==> src/rtl/byte_packer.sv <==
// byte_packer: packs qualified bytes into little-endian 32-bit words and queues them in a FWFT FIFO.
// Optional BYTE_PACKER_PARITY_EN adds out_par, the per-lane even parity stored with each word.
module byte_packer #(
  parameter int DEPTH = 4
) (
  input  logic                       ck,
  input  logic                       rst_n,
  input  logic                       enin,
  input  logic [31:0]                din,
  input  logic                       flush,
  input  logic                       ovf_clr,
  output logic                       out_valid,
  input  logic                       out_ready,
  output logic [31:0]                out_data,
  output logic [3:0]                 out_keep,
`ifdef BYTE_PACKER_PARITY_EN
  output logic [3:0]                 out_par,
`endif
  output logic [$clog2(DEPTH+1)-1:0] level,
  output logic                       overflow
);
  localparam int AW = $clog2(DEPTH);
  localparam int LW = $clog2(DEPTH+1);
  localparam logic [LW-1:0] FULL = LW'(DEPTH);
  logic [1:0] idx;
  logic [23:0] hold;
  logic [AW-1:0] wp, rp;
  logic [31:0] mem_d [DEPTH];
  logic [3:0] mem_k [DEPTH];
  logic [31:0] word;
  logic [3:0] keep;
  logic [2:0] n;
  logic push, pop, acc;
  // Lanes beyond idx in hold are always zero, so the merged word needs no masking
  always_comb begin
    word = {8'd0, hold};
    if (enin) word[{idx, 3'b000} +: 8] = din[7:0];
    n = {1'b0, idx} + {2'b00, enin};
    keep = n[2] ? 4'hf : 4'((4'd1 << n) - 4'd1);
    push = (enin && idx == 2'd3) || (flush && n != 3'd0);
  end
  assign out_valid = level != '0;
  assign pop = out_valid && out_ready;
  assign acc = push && (level != FULL || pop);
  assign out_data = out_valid ? mem_d[rp] : '0;
  assign out_keep = out_valid ? mem_k[rp] : '0;
  always_ff @(posedge ck or negedge rst_n)
    if (!rst_n) begin
      idx <= '0;
      hold <= '0;
      wp <= '0;
      rp <= '0;
      level <= '0;
      overflow <= 1'b0;
    end else begin
      if (push) begin
        idx <= '0;
        hold <= '0;
      end else if (enin) begin
        idx <= idx + 2'd1;
        hold <= word[23:0];
      end
      if (acc) wp <= wp + AW'(1);
      if (pop) rp <= rp + AW'(1);
      if (acc && !pop) level <= level + LW'(1);
      else if (pop && !acc) level <= level - LW'(1);
      overflow <= (push && !acc) ? 1'b1 : (ovf_clr ? 1'b0 : overflow);
    end
  always_ff @(posedge ck)
    if (acc) begin
      mem_d[wp] <= word;
      mem_k[wp] <= keep;
    end
`ifdef BYTE_PACKER_PARITY_EN
  logic [3:0] par;
  logic [3:0] mem_p [DEPTH];
  always_comb
    for (int i = 0; i < 4; i++) par[i] = ^word[i*8 +: 8];
  always_ff @(posedge ck)
    if (acc) mem_p[wp] <= par;
  assign out_par = out_valid ? mem_p[rp] : '0;
`endif
endmodule

==> config.mk <==
export PLATFORM = sky130hd
export DESIGN_NAME = byte_packer
export DESIGN_NICKNAME = d
export VERILOG_FILES = /design/src/rtl/byte_packer.sv
export SDC_FILE = /design/constraint.sdc
export NUM_CORES = 1
export LEC_CHECK = 0
export ABC_AREA = 1
export BUFFER_PORTS_ARGS = -buffer_cell sky130_fd_sc_hd__buf_2
export CAP_MARGIN = 0
export CORE_ASPECT_RATIO = 0.6
export CORE_MARGIN = 5
export CORE_UTILIZATION = 51
export CTS_BUF_LIST = sky130_fd_sc_hd__clkbuf_8
export DETAILED_ROUTE_END_ITERATION = 16
export MAX_ROUTING_LAYER = met4
export PLACE_DENSITY = 0.72
export SLEW_MARGIN = 5
export SYNTH_ARGS = -nofsm -noshare
export SYNTH_HDL_FRONTEND = slang
export SYNTH_SLANG_ARGS = --single-unit
==> constraint.sdc <==
create_clock -name ck -period 4 [get_ports ck]
set_clock_uncertainty 0.1 [all_clocks]
set_input_delay 0 -clock ck [delete_from_list [all_inputs] [get_ports ck]]
set_output_delay 0 -clock ck [all_outputs]
set_load 0.02 [all_outputs]
==> results of run 1 <==
routing by layer:
layer / part of all wire, % / up-vias / wire length [um]
li1: - / 2412 / -
met4: 0.58 / 0 / 97
met5: 0 / - / 0
met3: 7.4 / 12 / 1250
met1: 48 / 2438 / 8060
met2: 44 / 171 / 7380
metrics by stage:
stage	total power, W	utilization, %	setup slack [ns]	hold WS, ns	cells
2_1_floorplan	0.00466	-	0.669	-0.396	666
3_3_place_gp	0.00537	54.7	1.05	0.0140	893
3_5_place_dp	0.00546	54.7	0.908	0.0347	893
4_1_cts	0.00660	58.1	0.902	0.0862	938
5_1_grt	0.00701	58.1	0.677	0.157	938
6_report	0.00657	58.1	0.896	0.122	938
worst register-to-register path: stages (launching register included):
cell and delay [ns]:
dfrtp_1 0.65, ha_1 0.24, ha_1 0.27, nor2_2 0.09, nand2_2 0.08, nand2_2 0.06
nand2_2 0.07, nand2_1 0.29, nor2_4 0.40, buf_4 0.51
cells by family after synthesis:
family / share of synthesized area (%)
adder cells (fa/ha/maj): 2.41
buffers and inverters: 4.59
AND/OR/NAND/NOR: 14.9
flip-flops: 68.3
XOR/XNOR: 0.231
AO/OA/AOI/OAI: 9.65
cells in the mapped netlist:
cell,n
clkbuf_1,9
a21oi_2,10
buf_1,2
buf_2,9
nand3_1,16
buf_4,2
buf_6,11
nand3_2,1
o21ai_2,1
or2_2,1
o21ai_1,7
buf_8,1
inv_4,1
nor2_2,3
xnor2_1,1
inv_2,4
dfrtp_1,34
nand2_1,63
nand2_2,5
a21oi_1,44
xor2_1,1
ha_1,13
fa_1,1
inv_1,23
nor2_1,160
nand4_1,15
o21ai_0,76
nor2b_1,8
edfxtp_1,144
path summary, 6_finish.rpt:
| kind | end |
|---|---|
| worst min register to register | overflow$_DFFE_PN0P_ |
| worst max register to register | mem_d[1][26]$_DFFE_PP_ |
| max in group asynchronous | rp[0]$_DFFE_PN0P_ |
| worst max-delay path | mem_d[1][26]$_DFFE_PP_ |
| min in group ck | hold[0]$_DFFE_PN0P_ |
| worst min-delay path | hold[19]$_DFFE_PN0P_ |
what timing repair did:
action,in CTS,in global routing
hold endpoints to repair,102,0
hold buffers,13,0
gates resized for setup,0,0
registers in the layout (all words and copies together) (netlist names):
| name | count |
|---|---|
| mem_d | 128 |
| mem_k | 16 |
| hold | 24 |
| overflow | 1 |
| rp | 2 |
| level | 3 |
| wp | 2 |
| idx | 2 |
layout make-up:
cell class | instances | area (um2) | area share (%)
Sequential cell | 178 | 5180 | 61.2
Inverter | 28 | 108 | 1.27
Clock inverter | 14 | 115 | 1.36
Timing Repair Buffer | 76 | 468 | 5.54
Tap cell | 198 | 248 | 2.93
Multi-Input combinational cell | 426 | 2090 | 24.7
Clock buffer | 18 | 248 | 2.93
where the power goes:
group,internal (W),total [W],switching [W]
logic,0.000801,0.00277,0.00197
clock network,0.000506,0.00114,0.000632
registers,0.00248,0.00267,0.000188
total,0.00378,0.00657,0.00279
==> impl_metrics.tcl, run 1 <==
set metrics [dict create \
    yosys_warnings 0 \
    post-dp-hpwl_um 10400 \
    area_delta_synth_final_pct 11.5 \
    grt_start_max_net_pins 45 \
    cp_slowest_stage_delay_ns 0.65 \
    cts_tree "done" \
    diodes 0 \
    rsz0062_at_grt "false" \
    synth_largest_area_cell "edfxtp_1" \
    crit_buf_inv 1 \
    ys_seq_area_share_pct 68.3 \
    p_per_area_mw_per_mm2 778 \
    final_common_cell "nor2_1" \
    cp_max_fo 27 \
    cts_num_sinks 178 \
    ff2ff_path_depth 9 \
    met3_usage_pct 4.75 \
    ff2ff_setup_slack_ns 0.90 \
    via_per_inst 5.37 \
    max-slew-margin-rel_pct 44.3 \
    min_path_type "in2async" \
    fin_tns_setup_ns 0 \
    final_area_mm2 0.00845 \
    postCtsSetupRepairBufs 0 \
    wire_per_inst_um 17.9 \
    track_usage_pct 20.3 \
    clock_latency_ns 0.45 \
    nNetsFinal 779 \
    core_area_mm2 0.0145 \
    grt_pass1_wl_um 26700 \
    h-tree-depth 4 \
    cts.clk_slew.worst_paths_ns 0.08 \
    cap_violations 0 \
    timing.final.crit_share_pct 77.6 \
    firstDrtPassIters 5 \
    place.port_buffers 54 \
    grt_use_met1_pct 29.9 \
    met2_usage_pct 28.8 \
    clock-root-buffer "clkbuf_8" \
    ys_types 29 \
    drt_iter0_markers 420 \
    p_leak_nw 3.27 \
    die_area_mm2 0.0175 \
    cts_buffer_depth 2 \
    yosys.area.top_type_share_pct 57.0 \
    drv_slew 0 \
    ios 79 \
    drcViolationCount 0 \
    path_common_cell "nand2_2" \
    wl_um 16800 \
    drtAntennaViolNets 0 \
    reg2reg_from "idx[0]$_DFFE_PN0P_" \
    ir_worst_vdd_v 0.000456 \
    path_delay_family "simple AND/OR/NAND/NOR gates" \
    status "complete, no violations" \
    arrival_ns 3.09 \
    min_period_ns 3.10 \
    grt-busiest-layer "met1" \
    cts_inserted_buffers 17 \
    finalHoldViolations 0 \
    worst-path-stages 9 \
    nFillCells 1173 \
    layout_common_cells "nor2_1 (156), edfxtp_1 (144), o21ai_0 (76), nand2_1 (63), buf_2 (54)" \
    syn-cell-area_mm2 0.00758 \
    synth.area.top_cells "edfxtp_1 (57%), dfrtp_1 (11%), nor2_1 (7.9%), o21ai_0 (5.0%), nand2_1 (3.1%)" \
    slowest_stage "dfrtp_1" \
    std_cell_rows 34 \
    crit_required_ns 3.99 \
    grt-ovfl-total 0 \
    die_w_um 167 \
    gp_congestion 0.920 \
    grt_pass1_vias 4792 \
    synth_fp_nets 718 \
    crit_type "reg2reg" \
    dpl_cell_area_mm2 0.00796 \
    synthCells 666 \
    tightest_slew_ns 0.835 \
    ys_ff_latch 178 \
    setup_viol 0 \
    cp_cell_sequence "ha_1 -> ha_1 -> nor2_2 -> nand2_2 -> nand2_2 -> nand2_2 -> nand2_1 -> nor2_4 -> buf_4" \
    antenna_found_initial 0 \
    crit_start "idx[0]$_DFFE_PN0P_" \
    start_kind "register" \
    fp.dieH_um 104 \
    syn-mean-instance-area_um2 11.4 \
    crit_path_end_kind "register" \
    max_freq_mhz 322 \
    initial_utilization_pct 52.1 \
    vias 5033 \
    drive_above_1_share_pct 16.8 \
]
No activity file was read; power rests on OpenSTA's default activity.
==> run 2: changes to the inputs <==
ABC_AREA = 0   (was 1)
PLACE_DENSITY = 0.75   (was 0.72)
clock period = 2.6 ns   (was 4 ns; I/O delays follow)
==> impl_metrics.tcl, run 2 <==
set metrics [dict create \
    status "complete, no violations" \
    cp_max_fo 5 \
    layout_common_cells "edfxtp_1 (144), buf_2 (54), and2_1 (46), mux4_2 (36), dfrtp_1 (33)" \
    ios 79 \
    synth-xor-area-share_pct 0.962 \
    grt_pass1_vias 4103 \
    crit_start "idx[0]$_DFFE_PN0P_" \
    die_area_mm2 0.0168 \
    firstDrtPassIters 5 \
    start_kind "register" \
    initial_utilization_pct 52.6 \
    antenna_found_initial 0 \
    cts_tree "done" \
    largest-register "mem_d" \
    crit_type "reg2reg" \
    diodes 0 \
    die_w_um 164 \
    synthCells 416 \
    area_delta_synth_final_pct 15.2 \
    largest_register_ffs 128 \
    max-slew-margin-rel_pct 46.2 \
    clock_latency_ns 0.44 \
    yosys.area.top_type_share_pct 59.4 \
    fin_tns_setup_ns 0 \
    power_w 0.00978 \
    h-tree-depth 4 \
    cts_inserted_buffers 17 \
    fin_util_pct 60.7 \
    synth.area.top_cells "edfxtp_1 (59%), dfrtp_1 (12%), mux4_2 (11%), and2_1 (4.3%), a32oi_1 (2.9%)" \
    synth-simple-area-share_pct 7.46 \
    tightest_slew_ns 0.807 \
    synth_edf_count 144 \
    syn-cell-area_mm2 0.00728 \
    grt_start_max_net_pins 39 \
    yosys-top-cells-count "edfxtp_1 (144), and2_1 (50), mux4_2 (36)" \
    crit_path_end_kind "register" \
    synth_fa_ha_area_share_pct 2.51 \
    p_per_area_mw_per_mm2 1170 \
    timing.final.crit_share_pct 93.6 \
    post-dp-hpwl_um 9380 \
    drtAntennaViolNets 0 \
    cts_buffer_depth 2 \
    wire_per_inst_um 20.5 \
    ir_worst_vdd_v 0.000774 \
    core_area_mm2 0.0138 \
    via_per_inst 5.49 \
    cts.clk_slew.worst_paths_ns 0.10 \
    grt-ovfl-total 0 \
    min_path_type "in2async" \
    crit_required_ns 2.86 \
    track_usage_pct 19.1 \
    gp_congestion 0.775 \
    vias 3879 \
    synth_fp_nets 468 \
    syn-mean-instance-area_um2 17.5 \
    std_cell_rows 33 \
    arrival_ns 2.69 \
    max_freq_mhz 411 \
    synth_largest_area_cell "edfxtp_1" \
    p_leak_nw 3.30 \
    ys_types 30 \
    drive_above_1_share_pct 29.6 \
    reg2reg_from "idx[0]$_DFFE_PN0P_" \
    fp.dieH_um 103 \
    drv_slew 0 \
    yosys_warnings 0 \
    clock-root-buffer "clkbuf_8" \
    synth.most_common_cell "edfxtp_1" \
    synth_flop_cell "edfxtp_1" \
    cap_violations 0 \
    nNetsFinal 553 \
    drt_iter0_markers 300 \
    ys_ff_latch 178 \
    finalHoldViolations 0 \
    wl_um 14500 \
    synth_top_family_by_area "multiplexers" \
    drcViolationCount 0 \
    reg.largest.list "mem_d (128), hold (24), mem_k (16)" \
    setup_viol 0 \
    min_period_ns 2.43 \
    final_common_cell "edfxtp_1" \
    cts_num_sinks 178 \
    synth_compound_area_share_pct 3.37 \
    async_reset_ff_share_pct 19.1 \
    synth_mux_area_share_pct 11.4 \
    rsz0062_at_grt "false" \
    place.port_buffers 54 \
    ys_seq_area_share_pct 71.1 \
    grt_pass1_wl_um 22900 \
]
[run 2: cell types whose count changed after synthesis, sizes merged, moves of 15 or more]
cell   before  now
nor2      163   27
o21ai      84    1
nand2      68    8
a21oi      54    1
and2        0   50
mux4        0   36
a32oi       0   24
nand3      17    1
nand4      15    0
[run 2: kinds of logic (layout without fill, tap and decap cells)]
| kind of cell | after synthesis | in the layout |
|---|---|---|
| DFF | 178 | 178 |
| and+or+nand+nor | 98 | 98 |
| buffers and inverters | 52 | 150 |
| muxes | 38 | 38 |
| AOI/OAI and AO/OA | 28 | 28 |
| adders and majority gates | 14 | 14 |
| xor gates and xnor gates | 8 | 8 |
[run 2: path summary, 6_finish.rpt]
kind,slack [ns],cells past startpoint,end
setup / recovery,0.17,10,level[2]$_DFFE_PN0P_
hold / removal,0.07,2,idx[1]$_DFFE_PN0P_
setup reg to reg,0.17,10,level[2]$_DFFE_PN0P_
hold reg to reg,0.42,1,level[2]$_DFFE_PN0P_
max in group asynchronous,1.77,2,rp[0]$_DFFE_PN0P_
min in group ck,0.31,4,rp[1]$_DFFE_PN0P_
[run 2: final cells by class]
class | count | area [um2]
Clock buffer | 17 | 234
Tap cell | 192 | 240
Timing Repair Buffer | 87 | 556
Fill cell | 1030 | 5440
Multi-Input combinational cell | 186 | 1900
Sequential cell | 178 | 5180
Inverter | 31 | 116
Clock inverter | 15 | 166
[run 2: layer usage]
metal	global-route usage, %	part of all wire [%]	vias to the layer above
li1	-	-	1737
met1	27.1	44	1991
met2	28.8	47	138
met3	3.88	8.0	13
met4	5.09	1.1	0
met5	-	0	-
[run 2: repair_timing]
| item | in CTS | in global routing |
|---|---|---|
| buffers inserted | 0 | 0 |
| gates resized for setup | 1 | 3 |
| hold buffers | 15 | 0 |
| pin swaps | 0 | 2 |
| endpoints found under the setup margin | 1 | 2 |
| endpoints found under the hold margin | 164 | 0 |
[run 2: worst max-delay path: stages (launching register included)]
cell	delay (ns)
dfrtp_1	0.40
ha_1	0.22
ha_4	0.31
o31ai_4	0.07
a21oi_2	0.18
ha_2	0.22
inv_1	0.06
fa_1	0.37
xor2_1	0.17
nor2_1	0.11
xor2_1	0.15
[run 2: stage by stage]
step                cells  worst slack, ns  instance area, um2  hold WS (ns)
floorplan             416           0.0308                7290        -0.396
global placement      659           0.0630                7820       0.00313
detailed placement    659          0.00465                7820        0.0361
CTS                   706           0.0147                8380        0.0803
global route          706           0.0451                8390         0.147
finish                706            0.168                8390        0.0730
[run 2: power breakdown]
| part | total, W | switching (W) | leakage (nW) | internal (W) |
|---|---|---|---|---|
| Sequential | 0.00402 | 0.000176 | 1.80 | 0.00384 |
| Clock | 0.00187 | 0.00106 | 0.201 | 0.000806 |
| Combinational | 0.00389 | 0.00231 | 1.30 | 0.00159 |
| Total | 0.00978 | 0.00354 | 3.30 | 0.00623 |
